$ cat config.mk
export PLATFORM = sky130hd
export DESIGN_NAME = result_uart_reporter
export DESIGN_NICKNAME = d
export VERILOG_FILES = /design/src/rtl/result_uart_reporter.sv
export SDC_FILE = /design/constraint.sdc
export NUM_CORES = 1
export LEC_CHECK = 0
export BUFFER_PORTS_ARGS = -buffer_cell sky130_fd_sc_hd__buf_2
export CAP_MARGIN = 20
export CORE_UTILIZATION = 40
export DETAILED_ROUTE_END_ITERATION = 16
export SKIP_LAST_GASP = 1
export SLEW_MARGIN = 40
export SYNTH_ARGS = -nofsm -noshare
export SYNTH_HDL_FRONTEND = slang
export SYNTH_SLANG_ARGS = --single-unit
$ cat constraint.sdc
create_clock -name iClock -period 13.3 [get_ports iClock]
set_input_delay 1.995 -clock iClock [delete_from_list [all_inputs] [get_ports iClock]]
set_output_delay 1.995 -clock iClock [all_outputs]
set_load 0.02 [all_outputs]
$ cat src/rtl/result_uart_reporter.sv
`default_nettype none
// ============================================================================
//  Module      : result_uart_reporter
//  Description : Result path of the serial GA loop. When the upstream
//                chromosome FSM raises iDoneProcessing, the eight per-bit
//                error sums are captured into a shadow register and sent to
//                the host as one framed 8N1 UART packet:
//                  header, sums[0..7] little-endian, [total], XOR checksum.
//                When the last stop bit has been sent, a one-cycle ack is
//                returned upstream and the completed-frame counter advances.
//  Options     : RESULT_TX_TOTAL_EN - when defined, the 32-bit sum of all
//                eight error sums (little-endian) is inserted ahead of the
//                checksum, the frame grows to 38 bytes and the header
//                becomes 8'hA6. When undefined, the frame is 34 bytes and
//                no adder is built.
//  Parameters  : CLKS_PER_BIT - clock cycles per UART bit (>= 2)
//                HEADER_BYTE  - first byte of every frame
//  Ports       : iClock                  in  clock, rising edge
//                iReset                  in  asynchronous reset, active-high
//                iDoneProcessing         in  upstream done level
//                iErrorSums[7:0][31:0]   in  upstream error sums
//                oDoneProcessingFeedback out one-cycle ack to upstream
//                oTx                     out UART TX line, idle high
//                oBusy                   out high from latch until ack issued
//                oFramesSent[15:0]       out completed-frame counter (wraps)
//  Revision    : 1.0 - initial release
// ============================================================================
module result_uart_reporter #(
    parameter int unsigned CLKS_PER_BIT = 434,
`ifdef RESULT_TX_TOTAL_EN
    parameter logic [7:0]  HEADER_BYTE  = 8'hA6
`else
    parameter logic [7:0]  HEADER_BYTE  = 8'hA5
`endif
) (
    input  logic             iClock,
    input  logic             iReset,
    input  logic             iDoneProcessing,
    input  logic [7:0][31:0] iErrorSums,
    output logic             oDoneProcessingFeedback,
    output logic             oTx,
    output logic             oBusy,
    output logic [15:0]      oFramesSent
);

    // ------------------------------------------------------------------------
    // Constants
    // ------------------------------------------------------------------------
    localparam int unsigned TW = $clog2(CLKS_PER_BIT);

    // Last count of a full bit period.
    localparam logic [TW-1:0] C_CNT_LAST = TW'(CLKS_PER_BIT - 1);
    // The stop state owns all but the final stop-bit cycle; NEXT_BYTE
    // supplies that final cycle so consecutive bytes stay back-to-back.
    localparam logic [TW-1:0] C_CNT_STOP = TW'(CLKS_PER_BIT - 2);

`ifdef RESULT_TX_TOTAL_EN
    localparam logic [5:0] C_LAST_IDX = 6'd37;
`else
    localparam logic [5:0] C_LAST_IDX = 6'd33;
`endif

    typedef enum logic [2:0] {
        S_IDLE      = 3'd0,
        S_START     = 3'd1,
        S_DATA      = 3'd2,
        S_STOP      = 3'd3,
        S_NEXT_BYTE = 3'd4,
        S_ACK       = 3'd5,
        S_RELEASE   = 3'd6
    } state_t;

    // ------------------------------------------------------------------------
    // State
    // ------------------------------------------------------------------------
    state_t            state_q,    state_d;
    logic [TW-1:0]     cnt_q,      cnt_d;
    logic [2:0]        bit_idx_q,  bit_idx_d;
    logic [5:0]        byte_idx_q, byte_idx_d;
    logic [7:0][31:0]  sums_q,     sums_d;
    logic [7:0]        shreg_q,    shreg_d;
    logic [7:0]        checksum_q, checksum_d;
    logic              tx_q,       tx_d;
    logic              busy_q,     busy_d;
    logic              ack_q,      ack_d;
    logic [15:0]       frames_q,   frames_d;

    // ------------------------------------------------------------------------
    // Frame byte selection
    // ------------------------------------------------------------------------
    logic [255:0] w_sums_flat;
    logic [4:0]   w_sum_off;
    logic [7:0]   w_byte;

    // Byte k (0..31) of the flattened shadow is sums[k/4] byte k%4, which is
    // exactly the little-endian order the frame wants.
    assign w_sums_flat = sums_q;
    assign w_sum_off   = byte_idx_q[4:0] - 5'd1;

`ifdef RESULT_TX_TOTAL_EN
    logic [31:0] w_total;
    logic [1:0]  w_tot_off;

    // Frame bytes 33..36 map to total bytes 0..3.
    assign w_tot_off = byte_idx_q[1:0] - 2'd1;

    always_comb begin
        w_total = 32'd0;
        for (int i = 0; i < 8; i++) begin
            w_total = w_total + sums_q[i];
        end
    end

    always_comb begin
        w_byte = checksum_q;
        if (byte_idx_q == 6'd0) begin
            w_byte = HEADER_BYTE;
        end else if (byte_idx_q <= 6'd32) begin
            w_byte = w_sums_flat[{w_sum_off, 3'b000} +: 8];
        end else if (byte_idx_q <= 6'd36) begin
            w_byte = w_total[{w_tot_off, 3'b000} +: 8];
        end
    end
`else
    always_comb begin
        w_byte = checksum_q;
        if (byte_idx_q == 6'd0) begin
            w_byte = HEADER_BYTE;
        end else if (byte_idx_q <= 6'd32) begin
            w_byte = w_sums_flat[{w_sum_off, 3'b000} +: 8];
        end
    end
`endif

    // ------------------------------------------------------------------------
    // Next-state / datapath logic
    // ------------------------------------------------------------------------
    always_comb begin
        state_d    = state_q;
        cnt_d      = cnt_q;
        bit_idx_d  = bit_idx_q;
        byte_idx_d = byte_idx_q;
        sums_d     = sums_q;
        shreg_d    = shreg_q;
        checksum_d = checksum_q;
        busy_d     = busy_q;
        ack_d      = 1'b0;
        frames_d   = frames_q;
        tx_d       = 1'b1;

        case (state_q)
            S_IDLE: begin
                if (iDoneProcessing) begin
                    sums_d     = iErrorSums;
                    busy_d     = 1'b1;
                    byte_idx_d = 6'd0;
                    checksum_d = 8'd0;
                    cnt_d      = '0;
                    state_d    = S_START;
                end
            end

            S_START: begin
                if (cnt_q == C_CNT_LAST) begin
                    cnt_d     = '0;
                    bit_idx_d = 3'd0;
                    shreg_d   = w_byte;
                    state_d   = S_DATA;
                end else begin
                    cnt_d = cnt_q + 1'b1;
                end
            end

            S_DATA: begin
                if (cnt_q == C_CNT_LAST) begin
                    cnt_d = '0;
                    if (bit_idx_q == 3'd7) begin
                        state_d = S_STOP;
                    end else begin
                        bit_idx_d = bit_idx_q + 3'd1;
                        shreg_d   = {1'b0, shreg_q[7:1]};
                    end
                end else begin
                    cnt_d = cnt_q + 1'b1;
                end
            end

            S_STOP: begin
                if (cnt_q == C_CNT_STOP) begin
                    cnt_d   = '0;
                    state_d = S_NEXT_BYTE;
                end else begin
                    cnt_d = cnt_q + 1'b1;
                end
            end

            // Final stop-bit cycle: fold the byte just sent into the running
            // checksum and either chain the next start bit or finish.
            S_NEXT_BYTE: begin
                checksum_d = checksum_q ^ w_byte;
                if (byte_idx_q == C_LAST_IDX) begin
                    ack_d    = 1'b1;
                    frames_d = frames_q + 16'd1;
                    state_d  = S_ACK;
                end else begin
                    byte_idx_d = byte_idx_q + 6'd1;
                    state_d    = S_START;
                end
            end

            S_ACK: begin
                busy_d  = 1'b0;
                state_d = S_RELEASE;
            end

            // Holding here until done falls keeps one done level from
            // launching a second frame.
            S_RELEASE: begin
                if (!iDoneProcessing) begin
                    state_d = S_IDLE;
                end
            end

            default: begin
                state_d = S_IDLE;
            end
        endcase

        // TX is registered from the upcoming state so the line is glitch-free.
        case (state_d)
            S_START: tx_d = 1'b0;
            S_DATA:  tx_d = shreg_d[0];
            default: tx_d = 1'b1;
        endcase
    end

    // ------------------------------------------------------------------------
    // Registers
    // ------------------------------------------------------------------------
    always_ff @(posedge iClock or posedge iReset) begin
        if (iReset) begin
            state_q    <= S_IDLE;
            cnt_q      <= '0;
            bit_idx_q  <= 3'd0;
            byte_idx_q <= 6'd0;
            sums_q     <= '0;
            shreg_q    <= 8'd0;
            checksum_q <= 8'd0;
            tx_q       <= 1'b1;
            busy_q     <= 1'b0;
            ack_q      <= 1'b0;
            frames_q   <= 16'd0;
        end else begin
            state_q    <= state_d;
            cnt_q      <= cnt_d;
            bit_idx_q  <= bit_idx_d;
            byte_idx_q <= byte_idx_d;
            sums_q     <= sums_d;
            shreg_q    <= shreg_d;
            checksum_q <= checksum_d;
            tx_q       <= tx_d;
            busy_q     <= busy_d;
            ack_q      <= ack_d;
            frames_q   <= frames_d;
        end
    end

    assign oTx                     = tx_q;
    assign oBusy                   = busy_q;
    assign oDoneProcessingFeedback = ack_q;
    assign oFramesSent             = frames_q;

endmodule
`default_nettype wire
## Yosys cells after proc, flatten, opt, wreduce, memory -nomap -nowiden

Index checks and enable logic that the tools add are counted.

| cells by class | value |
|---|---|
| order comparisons | 1 |
| shifts and indexed selects | 1 |
| add/sub/neg operators | 5 |
| bitwise logic cells | 1 |
| eq/ne operators | 17 |
| muxes and demuxes | 32 |
| reductions and logical operators | 14 |

Operator list:

| kind | number |
|---|---|
| indexed part select 256 x 9 -> 8 bit | 1 |
| two-way mux 8 bit | 6 |
| one-hot mux 8 bit (2 select lines) | 2 |
| two-way mux 3 bit | 10 |
| two-way mux 9 bit | 3 |
| one-hot mux 9 bit (3 select lines) | 1 |
| one-hot mux 3 bit (7 select lines) | 1 |
| == test 9 bit (second input constant) | 2 |
| adder 16 x 1 -> 16 bit (second input constant) | 1 |
| == test 3 bit (second input constant) | 4 |
| two-way mux 6 bit | 2 |
| one-hot mux 6 bit (2 select lines) | 1 |
| inequality test 2 bit (second input constant) | 5 |
| AND reduction 2 bit | 5 |
| adder 9 x 1 -> 9 bit (second input constant) | 1 |
| == test 3 x 2 -> 1 bit (second input constant) | 3 |
| bitwise XOR 8 bit | 1 |
| adder 6 x 1 -> 6 bit (second input constant) | 1 |
| == test 3 x 1 -> 1 bit (second input constant) | 2 |
| == test 6 bit (second input constant) | 1 |
| less-or-equal comparator 6 bit (second input constant) | 1 |
| logical NOT 6 bit | 1 |
| one-hot mux 3 bit (2 select lines) | 1 |
| nonzero test 2 bit | 3 |
| other kinds (9) | 12 |

| storage, ports and cells | value |
|---|---|
| register bits after elaboration | 312 |
| word-level logic and storage cells | 90 |

## Logic depth before layout (Yosys ltp)

| logic depth | value |
|---|---|
| depth after elaboration | 7 |
| gate-level depth with buffers | 15 |

## Worst setup path before layout

No wires, ideal clock.

| timing path | value |
|---|---|
| path type | register to register |
| start | register byte_idx_q[0] |
| end | register shreg_q[4] |
| stages on the path, launching flop included | 14 |
| setup slack | 9735 ps |
| library setup time | 128 ps |
| arrival | 3437 ps |
| path buffers | 6 |
| clock period less this slack | 3565 ps |
| cells stage by stage | dfrtp_1 -> buf_6 -> buf_6 -> buf_2 -> inv_1 -> ha_1 -> buf_4 -> buf_6 -> clkbuf_1 -> mux4_2 -> mux4_2 -> mux2_2 -> a221oi_1 -> o21ai_1 |

| on the way | value |
|---|---|
| longest elaborated chain between the ends | 6 |
| elaborated cells on any way between the ends | 8 |
| classes of those cells | 1 x add/sub; 1 x order compare; 1 x shift; 4 x mux; 1 x reduce/logical |

RTL lines:

| what | line | source |
|---|---|---|
| start: declaration | 79 | `logic [5:0] byte_idx_q, byte_idx_d;` |
| start signal: assignment | 257 | `byte_idx_q <= byte_idx_d;` |
| subtractor 5 x 1 -> 5 bit | 98 | `assign w_sum_off = byte_idx_q[4:0] - 5'd1;` |
| indexed part select 256 x 9 -> 8 bit | 130 | `w_byte = w_sums_flat[{w_sum_off, 3'b000} +: 8];` |
| two-way mux 8 bit | 129 | `end else if (byte_idx_q <= 6'd32) begin` |
| two-way mux 8 bit * | 127 | `if (byte_idx_q == 6'd0) begin` |
| two-way mux 8 bit * | 164 | `if (cnt_q == C_CNT_LAST) begin` |
| one-hot mux 8 bit (2 select lines) * | 151 | `case (state_q)` |
| end signal: assignment | 259 | `shreg_q <= shreg_d;` |
| end: declaration | 81 | `logic [7:0] shreg_q, shreg_d;` |

Every way passes the cells marked *; elsewhere a longest branch is shown, timed or not. The select of a mux whose other input is x is not followed.
A chain may end at the register's enable or synchronous reset.

## Worst setup path in the final report

| timing path | value |
|---|---|
| start | register byte_idx_q[0] |
| end | register tx_q, in the netlist oTx |

| on the way | value |
|---|---|
| longest elaborated chain between the ends | 7 |
| elaborated cells on any way between the ends | 14 |
| classes of those cells | 1 x add/sub; 1 x order compare; 3 x eq/ne; 1 x shift; 7 x mux; 1 x reduce/logical |

RTL lines:

| what | line | source |
|---|---|---|
| subtractor 5 x 1 -> 5 bit | 98 |  |
| indexed part select 256 x 9 -> 8 bit | 130 |  |
| two-way mux 8 bit | 129 |  |
| two-way mux 8 bit | 127 |  |
| two-way mux 8 bit | 164 |  |
| one-hot mux 8 bit (2 select lines) | 151 |  |
| one-hot mux 1 bit (2 select lines) * | 230 | `case (state_d)` |
| net tx_d | 83 | `logic tx_q, tx_d;` |
| end signal: assignment | 261 | `tx_q <= tx_d;` |
| end: declaration | 83 |  |

Mark *: on every way through the listed nets, which the timed path passes. The rest lies on a longest branch. The select of a mux whose other input is x is not followed.

==> impl_metrics.py <==
metrics = {
    "outcome": {
        "status": "finished, final reports clean",
    },
    "synthesis": {
        "synth-async-reset-ratio": 1.00,
        "synth-seq-area-share": 0.523,
        "yosysWarnings": 0,
        "avgSynthCellArea_um2": 9.37,
        "synthesis.area_um2": 14900,
        "synth_fp_nets": 1861,
        "ys_ff_latch": 312,
        "yosysMostFrequentCell": "nand2_1",
        "syn_inst": 1593,
        "yosys_most_used_dff": "dfrtp_1",
        "synth_common_cells": "806 x nand2_1, 311 x dfrtp_1, 72 x clkbuf_1",
        "synth_cell_types": 66,
        "yosys.area.top_type": "dfrtp_1",
        "synth_top_cell_area_share": 0.521,
        "synth-edff-count": 0,
        "ys_top_cells_by_area": "dfrtp_1 52%, nand2_1 20%, mux4_2 10%",
    },
    "cts": {
        "cts.sink_count": 312,
        "cts.clk_slew.worst_paths_ns": 0.06,
        "clockBufferDepth": 3,
        "htreeDepth": 2,
        "clk_latency_ns": 0.52,
        "cts_tree": "done",
        "numCtsBuffers": 37,
        "cts_setup_buffers": 0,
        "cts_resized": 0,
        "clockRootBuffer": "clkbuf_16",
        "cts_hold_buf": 0,
    },
    "setup_path": {
        "worst_setup_path_end_kind": "flop",
        "critPathSlowestCell": "dfrtp_4",
        "crit_fanout": 44,
        "cp_common_cell": "mux4_2",
        "cp-startpoint": "byte_idx_q[0]",
        "required_ns": 13.75,
        "cp_data_arrival_time_ns": 4.80,
        "startpoint_type": "flop",
        "reg2reg_from": "byte_idx_q[0]",
        "worst-setup-path-type": "reg2reg",
        "critical-path-max-stage-delay_ns": 0.90,
        "cp_cell_sequence": "inv_1, ha_4, buf_4, mux4_2, mux4_2, o22ai_2, a21oi_1, or4b_1, a21o_1",
    },
    "floorplan": {
        "die_h_um": 195,
        "pin_count": 278,
        "core_region_area_um2": 36700,
        "initial_core_util": 0.407,
        "row_count": 70,
        "chipWidth_um": 195,
        "die_area_um2": 38100,
    },
    "worst_hold_path": {
        "hold_start": "sums_q[73]",
        "hold_path_class": "reg2reg",
    },
    "place": {
        "io_buffers": 277,
        "place_area_um2": 16700,
        "gp_congestion": 0.869,
        "dp_hpwl_mm": 28.5,
    },
    "sta": {
        "setup_viol": 0,
        "grt_setup_unrepaired": "no",
        "fin_tns_setup_ns": 0,
        "max_freq_mhz": 230,
        "drv_slew": 0,
        "fin_crit_sh": 0.327,
        "hold_violations": 0,
        "worst_pin_slew_ns": 0.837,
        "min_period_ns": 4.35,
        "timing.slew.headroom": 0.442,
        "finClkSkew_ns": 0.00926,
    },
    "power": {
        "combinationalPowerShare": 0.246,
        "max-vdd-ir-drop_mv": 0.113,
        "seqPwrFrac": 0.446,
        "p_sw_uw": 957,
        "powerDensity_nw_per_um2": 173,
        "p_int_mw": 2.13,
        "clkPwrFrac": 0.308,
        "leakagePower_nw": 9.25,
        "p_sw_frac": 0.310,
    },
    "route": {
        "wl_per_cell_um": 17.5,
        "drc": 0,
        "ant_nets": 0,
        "drt_first_pass_iters": 4,
        "drt-initial-drc-count": 799,
        "wl_mm": 40.7,
        "viasPerCell": 5.11,
        "routed-via-count": 11900,
    },
    "cells_and_area": {
        "fillers": 3531,
        "final_nets": 2100,
        "syn_to_final_growth_pct": 19.7,
        "regArea_um2": 7810,
        "multi_input_area_um2": 6700,
        "fin_util": 0.487,
        "final_area_um2": 17900,
        "layout-drive-gt1-share": 0.234,
    },
    "flow_run": {
        "cap_violations": 0,
    },
    "global_route": {
        "grt_max_degree": 117,
        "grt-ovfl-total": 0,
        "grt_pass1_vias": 11800,
        "grt_pass1_wl_mm": 65.0,
        "track_usage": 0.216,
        "antenna_found_initial": 5,
    },
}
==> cell families (layout without fill, tap and decap cells) <==
| group | after synthesis | after routing | share of synthesized area |
|---|---|---|---|
| compound gates | 96 | 96 | 0.0437 |
| other cells | 0 | 4 | 0 |
| fa+ha+maj | 10 | 10 | 0.00829 |
| xor+xnor | 27 | 27 | 0.0163 |
| simple gates | 934 | 934 | 0.251 |
| mux | 103 | 103 | 0.125 |
| flops | 312 | 312 | 0.523 |
| buf+inv | 111 | 374 | 0.0323 |
==> flip-flops by register name, indices dropped and copies added (netlist names), 3 cells and up <==
name,count
cnt_q,9
shreg_q,8
checksum_q,8
byte_idx_q,6
bit_idx_q,3
state_q,3
sums_q,256
oFramesSent,16
==> final timing paths <==
check	end	cells after the start	slack, ns
setup / recovery	oTx	9	8.95
hold / removal	sums_q[73]	2	0.47
setup reg to reg	oTx	9	8.95
hold reg to reg	sums_q[73]	2	0.47
max in group asynchronous	sums_q[11]	4	10.60
min in group asynchronous	sums_q[250]	2	1.55
==> power by group through the flow <==
stage	combinational (mW)	sequential [mW]	clock (mW)
finish	0.759	1.38	0.951
global route	0.846	1.41	1.02
detailed placement	0.765	1.39	0
global placement	0.741	1.38	0
CTS	0.768	1.38	0.975
floorplan	0.565	1.33	0
==> critical path, delay by kind of cell (launching register included) <==
kind,cells,cell delay (ns)
AOI/OAI and AO/OA,3,0.45
adders and majority gates,1,0.57
buffers and inverters,2,0.88
DFF,1,0.90
muxes,2,0.94
and+or+nand+nor,1,0.48
==> area by class of cell <==
class | count | share of cell area
tap | 468 | 0.0327
antenna | 4 | 0.000560
sequential | 312 | 0.437
multi-input combinational | 1170 | 0.375
timing repair buffer | 292 | 0.0870
clock inverter | 5 | 0.00266
clock buffer | 58 | 0.0607
inverter | 19 | 0.00469
==> per-layer routing <==
layer,share of wire,track usage
met1,0.46,0.309
met4,0.026,0.0688
met2,0.46,0.340
met3,0.050,0.0328
met5,0.00032,0
==> metrics by stage <==
stage | power (mW) | worst slack, ns | instances | hold slack, ns
final | 3.09 | 8.95 | 2328 | 0.468
after floorplan | 1.89 | 2.68 | 1593 | 0.438
after global routing | 3.28 | 8.71 | 2328 | 0.488
after global placement | 2.13 | 8.93 | 2258 | 0.453
after CTS | 3.12 | 8.89 | 2324 | 0.470
after detailed placement | 2.16 | 8.90 | 2261 | 0.457
==> cell usage in the layout (no fill, tap or decap), types with 13 or more instances in the layout <==
master / synthesis / routed
nand2_1: 806 / 806
dfrtp_1: 311 / 310
buf_2: 7 / 277
mux4_2: 66 / 66
clkbuf_16: 0 / 37
nor2_1: 30 / 30
mux2i_1: 26 / 26
o21ai_0: 25 / 23
nand3_1: 20 / 19
inv_1: 19 / 18
and3_1: 18 / 18
a21oi_1: 16 / 16
xnor2_1: 15 / 15
nor3_1: 14 / 13
nand4_1: 13 / 13
clkbuf_1: 72 / 13
(Power assumes the default switching activity.)
